**src/rtl/data_mem_seq_if.sv**
```systemverilog
// Request/response and byte-memory port bundle for data_mem_sequencer.
// slave = sequencer side, master = pipeline + memory side.
interface data_mem_seq_if #(
  parameter int DATA_WIDTH     = 8,
  parameter int DATA_DIR_WIDTH = 8,
  parameter int WORD_WIDTH     = 32
);
  logic                      req_valid;
  logic                      req_ready;
  logic                      req_write;
  logic [1:0]                req_size;
  logic                      req_signed;
  logic [DATA_DIR_WIDTH-1:0] req_addr;
  logic [WORD_WIDTH-1:0]     req_wdata;
  logic                      resp_valid;
  logic [WORD_WIDTH-1:0]     resp_rdata;
  logic                      resp_err;
  logic [DATA_DIR_WIDTH-1:0] mem_Address;
  logic [DATA_WIDTH-1:0]     mem_WriteData;
  logic                      mem_MemWrite;
  logic                      mem_MemRead;
  logic [DATA_WIDTH-1:0]     mem_ReadData;

  modport slave (
    input  req_valid, req_write, req_size, req_signed, req_addr, req_wdata, mem_ReadData,
    output req_ready, resp_valid, resp_rdata, resp_err,
           mem_Address, mem_WriteData, mem_MemWrite, mem_MemRead
  );
  modport master (
    output req_valid, req_write, req_size, req_signed, req_addr, req_wdata, mem_ReadData,
    input  req_ready, resp_valid, resp_rdata, resp_err,
           mem_Address, mem_WriteData, mem_MemWrite, mem_MemRead
  );
endinterface

```
**src/rtl/data_mem_sequencer.sv**
```systemverilog
// Splits byte/half/word loads and stores into big-endian byte beats on a byte-wide memory.
// Define DATA_MEM_SEQ_ALIGN_CHECK_EN to flag misaligned requests instead of aligning them down.
module data_mem_sequencer #(
  parameter int DATA_WIDTH     = 8,
  parameter int DATA_DIR_WIDTH = 8,
  parameter int WORD_WIDTH     = 32
) (
  input logic           clk,
  input logic           rst,
  data_mem_seq_if.slave bus
);
  typedef enum logic [1:0] {IDLE, ACCESS, DRAIN, RESP} state_e;

  typedef struct packed {
    logic                      write;
    logic                      sgn;
    logic [1:0]                last;   // beats - 1
    logic [DATA_DIR_WIDTH-1:0] base;
    logic [WORD_WIDTH-1:0]     wdata;
  } req_t;

  localparam int AW = WORD_WIDTH - DATA_WIDTH;

  state_e                    state_q, state_d;
  req_t                      req_q, req_d;
  logic [1:0]                beat_q, beat_d;
  logic [AW-1:0]             asm_q, asm_d;
  logic [WORD_WIDTH-1:0]     rdata_q, rdata_d;
  logic                      err_q, err_d;

  logic [1:0]                last_n, wbyte;
  logic                      mis;
  logic [DATA_DIR_WIDTH-1:0] base_n;
  logic [WORD_WIDTH-1:0]     asm_nxt, load_val;
  logic [DATA_DIR_WIDTH-1:0] m_addr;
  logic [DATA_WIDTH-1:0]     m_wdata;
  logic                      m_we, m_re;

  always_comb begin
    last_n = (bus.req_size == 2'b00) ? 2'd0 : (bus.req_size == 2'b01) ? 2'd1 : 2'd3;
    mis    = 1'b0;
    base_n = bus.req_addr;
`ifdef DATA_MEM_SEQ_ALIGN_CHECK_EN
    mis = ((last_n == 2'd1) && bus.req_addr[0]) ||
          ((last_n == 2'd3) && (bus.req_addr[1:0] != 2'b00));
`else
    if (last_n == 2'd1) base_n[0]   = 1'b0;
    if (last_n == 2'd3) base_n[1:0] = 2'b00;
`endif
  end

  // Final byte arrives in DRAIN; extension works on the fully shifted value.
  always_comb begin
    asm_nxt = {asm_q, bus.mem_ReadData};
    case (req_q.last)
      2'd0:    load_val = {{(WORD_WIDTH-DATA_WIDTH){req_q.sgn & asm_nxt[DATA_WIDTH-1]}},
                           asm_nxt[DATA_WIDTH-1:0]};
      2'd1:    load_val = {{(WORD_WIDTH-2*DATA_WIDTH){req_q.sgn & asm_nxt[2*DATA_WIDTH-1]}},
                           asm_nxt[2*DATA_WIDTH-1:0]};
      default: load_val = asm_nxt;
    endcase
  end

  always_comb begin
    state_d = state_q;
    req_d   = req_q;
    beat_d  = beat_q;
    asm_d   = asm_q;
    rdata_d = rdata_q;
    err_d   = err_q;
    m_addr  = '0;
    m_wdata = '0;
    m_we    = 1'b0;
    m_re    = 1'b0;
    wbyte   = req_q.last - beat_q;
    case (state_q)
      IDLE: if (bus.req_valid) begin
        req_d.write = bus.req_write;
        req_d.sgn   = bus.req_signed;
        req_d.last  = last_n;
        req_d.base  = base_n;
        req_d.wdata = bus.req_wdata;
        beat_d      = 2'd0;
        asm_d       = '0;
        err_d       = mis;
        if (mis) begin
          rdata_d = '0;
          state_d = RESP;
        end else begin
          state_d = ACCESS;
        end
      end
      ACCESS: begin
        m_addr = req_q.base + DATA_DIR_WIDTH'(beat_q);
        if (req_q.write) begin
          m_we    = 1'b1;
          m_wdata = req_q.wdata[int'(wbyte)*DATA_WIDTH +: DATA_WIDTH];
        end else begin
          m_re = 1'b1;
          if (beat_q != 2'd0) asm_d = asm_nxt[AW-1:0];
        end
        beat_d = beat_q + 2'd1;
        if (beat_q == req_q.last) begin
          if (req_q.write) begin
            rdata_d = '0;
            state_d = RESP;
          end else begin
            state_d = DRAIN;
          end
        end
      end
      DRAIN: begin
        asm_d   = asm_nxt[AW-1:0];
        rdata_d = load_val;
        state_d = RESP;
      end
      RESP:    state_d = IDLE;
      default: state_d = IDLE;
    endcase
  end

  always_ff @(posedge clk) begin
    if (!rst) begin
      state_q <= IDLE;
      req_q   <= '0;
      beat_q  <= '0;
      asm_q   <= '0;
      rdata_q <= '0;
      err_q   <= 1'b0;
    end else begin
      state_q <= state_d;
      req_q   <= req_d;
      beat_q  <= beat_d;
      asm_q   <= asm_d;
      rdata_q <= rdata_d;
      err_q   <= err_d;
    end
  end

  // Gating with rst keeps every output (and any pending strobe) at 0 while reset is held.
  assign bus.req_ready     = rst & (state_q == IDLE);
  assign bus.resp_valid    = rst & (state_q == RESP);
  assign bus.resp_err      = rst & (state_q == RESP) & err_q;
  assign bus.resp_rdata    = rst ? rdata_q : '0;
  assign bus.mem_Address   = rst ? m_addr  : '0;
  assign bus.mem_WriteData = rst ? m_wdata : '0;
  assign bus.mem_MemWrite  = rst & m_we;
  assign bus.mem_MemRead   = rst & m_re;
endmodule

```
**src/flat_wrapper.sv**
```systemverilog
// flat-port wrapper written by rule: the top's interface ports become plain ports
module data_mem_sequencer_flat 
#(
  parameter int DATA_WIDTH     = 8,
  parameter int DATA_DIR_WIDTH = 8,
  parameter int WORD_WIDTH     = 32
)
  (clk, rst, bus_req_valid, bus_req_write, bus_req_size, bus_req_signed, bus_req_addr, bus_req_wdata, bus_mem_ReadData, bus_req_ready, bus_resp_valid, bus_resp_rdata, bus_resp_err, bus_mem_Address, bus_mem_WriteData, bus_mem_MemWrite, bus_mem_MemRead);
  data_mem_seq_if #(.DATA_WIDTH(DATA_WIDTH), .DATA_DIR_WIDTH(DATA_DIR_WIDTH), .WORD_WIDTH(WORD_WIDTH)) bus_i ();
  input logic clk;
  input logic rst;
  input wire logic [$bits(bus_i.req_valid)-1:0] bus_req_valid;
  input wire logic [$bits(bus_i.req_write)-1:0] bus_req_write;
  input wire logic [$bits(bus_i.req_size)-1:0] bus_req_size;
  input wire logic [$bits(bus_i.req_signed)-1:0] bus_req_signed;
  input wire logic [$bits(bus_i.req_addr)-1:0] bus_req_addr;
  input wire logic [$bits(bus_i.req_wdata)-1:0] bus_req_wdata;
  input wire logic [$bits(bus_i.mem_ReadData)-1:0] bus_mem_ReadData;
  output wire logic [$bits(bus_i.req_ready)-1:0] bus_req_ready;
  output wire logic [$bits(bus_i.resp_valid)-1:0] bus_resp_valid;
  output wire logic [$bits(bus_i.resp_rdata)-1:0] bus_resp_rdata;
  output wire logic [$bits(bus_i.resp_err)-1:0] bus_resp_err;
  output wire logic [$bits(bus_i.mem_Address)-1:0] bus_mem_Address;
  output wire logic [$bits(bus_i.mem_WriteData)-1:0] bus_mem_WriteData;
  output wire logic [$bits(bus_i.mem_MemWrite)-1:0] bus_mem_MemWrite;
  output wire logic [$bits(bus_i.mem_MemRead)-1:0] bus_mem_MemRead;
  assign bus_i.req_valid = bus_req_valid;
  assign bus_i.req_write = bus_req_write;
  assign bus_i.req_size = bus_req_size;
  assign bus_i.req_signed = bus_req_signed;
  assign bus_i.req_addr = bus_req_addr;
  assign bus_i.req_wdata = bus_req_wdata;
  assign bus_i.mem_ReadData = bus_mem_ReadData;
  assign bus_req_ready = bus_i.req_ready;
  assign bus_resp_valid = bus_i.resp_valid;
  assign bus_resp_rdata = bus_i.resp_rdata;
  assign bus_resp_err = bus_i.resp_err;
  assign bus_mem_Address = bus_i.mem_Address;
  assign bus_mem_WriteData = bus_i.mem_WriteData;
  assign bus_mem_MemWrite = bus_i.mem_MemWrite;
  assign bus_mem_MemRead = bus_i.mem_MemRead;
  data_mem_sequencer #(.DATA_WIDTH(DATA_WIDTH), .DATA_DIR_WIDTH(DATA_DIR_WIDTH), .WORD_WIDTH(WORD_WIDTH)) u_core (.clk(clk), .rst(rst), .bus(bus_i));
endmodule
```
**config.mk**
```make
export PLATFORM = sky130hd
export DESIGN_NAME = data_mem_sequencer_flat
export DESIGN_NICKNAME = d
export VERILOG_FILES = /design/src/rtl/data_mem_seq_if.sv /design/src/rtl/data_mem_sequencer.sv /design/src/flat_wrapper.sv
export SDC_FILE = /design/constraint.sdc
export NUM_CORES = 1
export LEC_CHECK = 0
export BUFFER_PORTS_ARGS = -buffer_cell sky130_fd_sc_hd__buf_2
export CORE_MARGIN = 2
export CORE_UTILIZATION = 24
export DETAILED_ROUTE_END_ITERATION = 6
export REMOVE_ABC_BUFFERS = 1
export SKIP_CTS_REPAIR_TIMING = 1
export SLEW_MARGIN = 20
export SYNTH_ARGS = -nofsm -noshare
export SYNTH_HDL_FRONTEND = slang
export SYNTH_SLANG_ARGS = --single-unit
```
**constraint.sdc**
```tcl
create_clock -name clk -period 4.1 [get_ports clk]
set_clock_uncertainty 0.05 [all_clocks]
set_input_delay 0.82 -clock clk [delete_from_list [all_inputs] [get_ports clk]]
set_output_delay 0.82 -clock clk [all_outputs]
set_load 0.01 [all_outputs]
```
==> impl_metrics.toml <==
[cells_and_area]
n_fill_cell = 2063
layout-drive-gt1-share_pct = 21.8
nets = 732
diodes = 0
area_growth_pct = 22.4

[cts]
cts.sinks = 104
cts_tree = "done"
clock_path_buffers = 2
cts_buffers = 9
h-tree-depth = 3
root_buffer = "clkbuf_16"
path_clk_slew_ns = 0.08
clk_latency_ns = 0.34

[min_path]
hp-class = "reg -> reg"

[timing]
fin_tns_setup_ns = 0
period_share_pct = 81.5
rsz0062_at_grt = "no"
max_freq_ghz = 0.299
fin_crit_ns = 3.34
hold_viol_final = 0
slew_viol_final = 0
slew-limit-headroom_pct = 35.4
worstMarginPinSlew_ns = 0.967
finalSetupViolations = 0

[floorplanning]
rows = 50
die_w_um = 143
core_area_sq_um = 18800
die_area_sq_um = 20300
die_y_um = 143
initial_core_util_pct = 24.6
io_pins = 108

[synth]
ys_ff_latch = 104
yosysWarnings = 0
synth-edff-count = 0
synth_ff_type = "dfxtp_1"
synth_common_cells = "nand2_1 (138), dfxtp_1 (104), a21oi_1 (77), o21ai_0 (37), nand3_1 (36)"
synth.most_common_cell = "nand2_1"
ys_types = 42
syn_inst = 579
async_flop_share_pct = 0
avgSynthCellArea_sq_um = 7.97
synthTopCellsByArea = "dfxtp_1 (45%), nand2_1 (11%), a21oi_1 (8.4%)"
yosysTopAreaCell = "dfxtp_1"
seq_area_frac_synth_pct = 45.1
synth_top_area_share_pct = 45.1
netlist_area_sq_um = 4610

[placed_design]
hpwl_mm = 8.39
io_buffers = 106
gp_congestion = 0.756

[run_status]
status = "finished, final reports clean"

[drt]
viasPerCell = 4.48
wl_per_cell_um = 13.4
antenna_left = 0
dr.pass1.iters = 4
drc_errors = 0
drt_iter0_drc = 228
wl_mm = 12.1
dr_total_vias = 4056

[critical_path]
worstPathArrival_ns = 2.47
cp_max_fo = 16
startpoint_type = "flop"
crit_type = "reg -> out"
end_kind = "output port"
required_ns = 3.23

[global_routing]
grt_antenna_before_repair = 0
grt_pass1_wl_mm = 19.9
grt.overflow.total = 0
grt_pass1_vias = 3842
grt_max_degree = 48
grt_use_total_pct = 12.2

[pwr]
ir_drop_mv = 0.268
leakage_nw = 2.53
finalPower_mw = 3.33
powerDensity_nw_per_um2 = 590

[job]
drv_cap = 0
## layout by cell type, fill, tap and decap left out, types with 2 or more instances in the layout
cell type	n
nor3_1	2
dfxtp_1	104
o22ai_1	24
mux2i_1	17
nor2_1	8
nand2_1	138
nand3_1	36
and3_1	4
ha_1	10
inv_1	32
xnor2_1	4
a21oi_1	77
nor2b_1	3
clkbuf_16	9
buf_4	11
buf_2	106
o21ai_0	37
and2_1	12
nand3b_1	2
mux2_2	7
clkinv_4	2
## sequential cells by signal (all words and copies together) (netlist names)
name / flops
u_core.req_q: 44
u_core.state_q: 2
u_core.rdata_q: 32
u_core.beat_q: 2
u_core.asm_q: 24
## layer usage
| layer | track usage, % | vias up | part of all wire [%] |
|---|---|---|---|
| met5 | 0 | - | 0 |
| met1 | 16.4 | 1833 | 48 |
| met2 | 19.4 | 102 | 45 |
| li1 | - | 2117 | - |
| met3 | 3.99 | 4 | 6.3 |
| met4 | 2.45 | 0 | 0.38 |
## path summary, 6_finish.rpt
check,startpoint,endpoint,slack [ns],cells past startpoint
setup / recovery,u_core.req_q[40],bus_mem_WriteData[6],0.76,6
setup reg to reg,u_core.state_q[1],u_core.rdata_q[29],1.51,8
hold / removal,u_core.asm_q[19],u_core.asm_q[19],0.40,2
hold reg to reg,u_core.asm_q[19],u_core.asm_q[19],0.40,2
## cells by family (layout without fill, tap and decap cells)
family	count (synthesis)	count (layout)	share of synthesized area [%]
fa+ha+maj	11	11	3.15
simple gates	209	209	19.6
compound gates	148	148	17.5
other cells	1	1	0.0813
mux	25	25	5.72
flops	104	104	45.1
xor+xnor	7	7	1.90
buf+inv	74	166	6.92
## critical path: stages, from the launching register on
cell and delay [ns]:
dfxtp_1 0.50, inv_1 0.14, ha_1 0.26, xnor2_4 0.66, mux2i_1 0.29, o22ai_1 0.11
buf_2 0.16
## through the flow
stage | cell area (sq um) | cells | hold slack, ns | setup WS [ns] | utilization (%)
after floorplan | 4420 | 538 | 0.379 | 1.17 | -
after global placement | 5330 | 889 | 0.387 | 0.939 | 28.4
after detailed placement | 5330 | 889 | 0.392 | 0.957 | 28.4
after CTS | 5640 | 905 | 0.403 | 0.726 | 30.1
after global routing | 5640 | 905 | 0.426 | 0.549 | 30.1
final | 5640 | 905 | 0.403 | 0.759 | 30.1
## layout make-up
class | instances | area [sq um] | share of cell area (%)
clock buffers | 9 | 225 | 3.99
clock inverters | 7 | 88.8 | 1.57
inverters | 33 | 124 | 2.19
multi-input cells | 401 | 2220 | 39.3
flip-flops and latches | 104 | 2080 | 36.9
well taps | 234 | 293 | 5.19
repair buffers | 117 | 613 | 10.9
## where the power goes
part	internal, mW	leakage [nW]	total, mW	switching (mW)
Combinational	0.403	1.53	1.20	0.794
Clock	0.487	0.155	0.894	0.407
Sequential	1.14	0.845	1.24	0.0987
Total	2.03	2.53	3.33	1.30
Power figures use the tool's default switching activity.
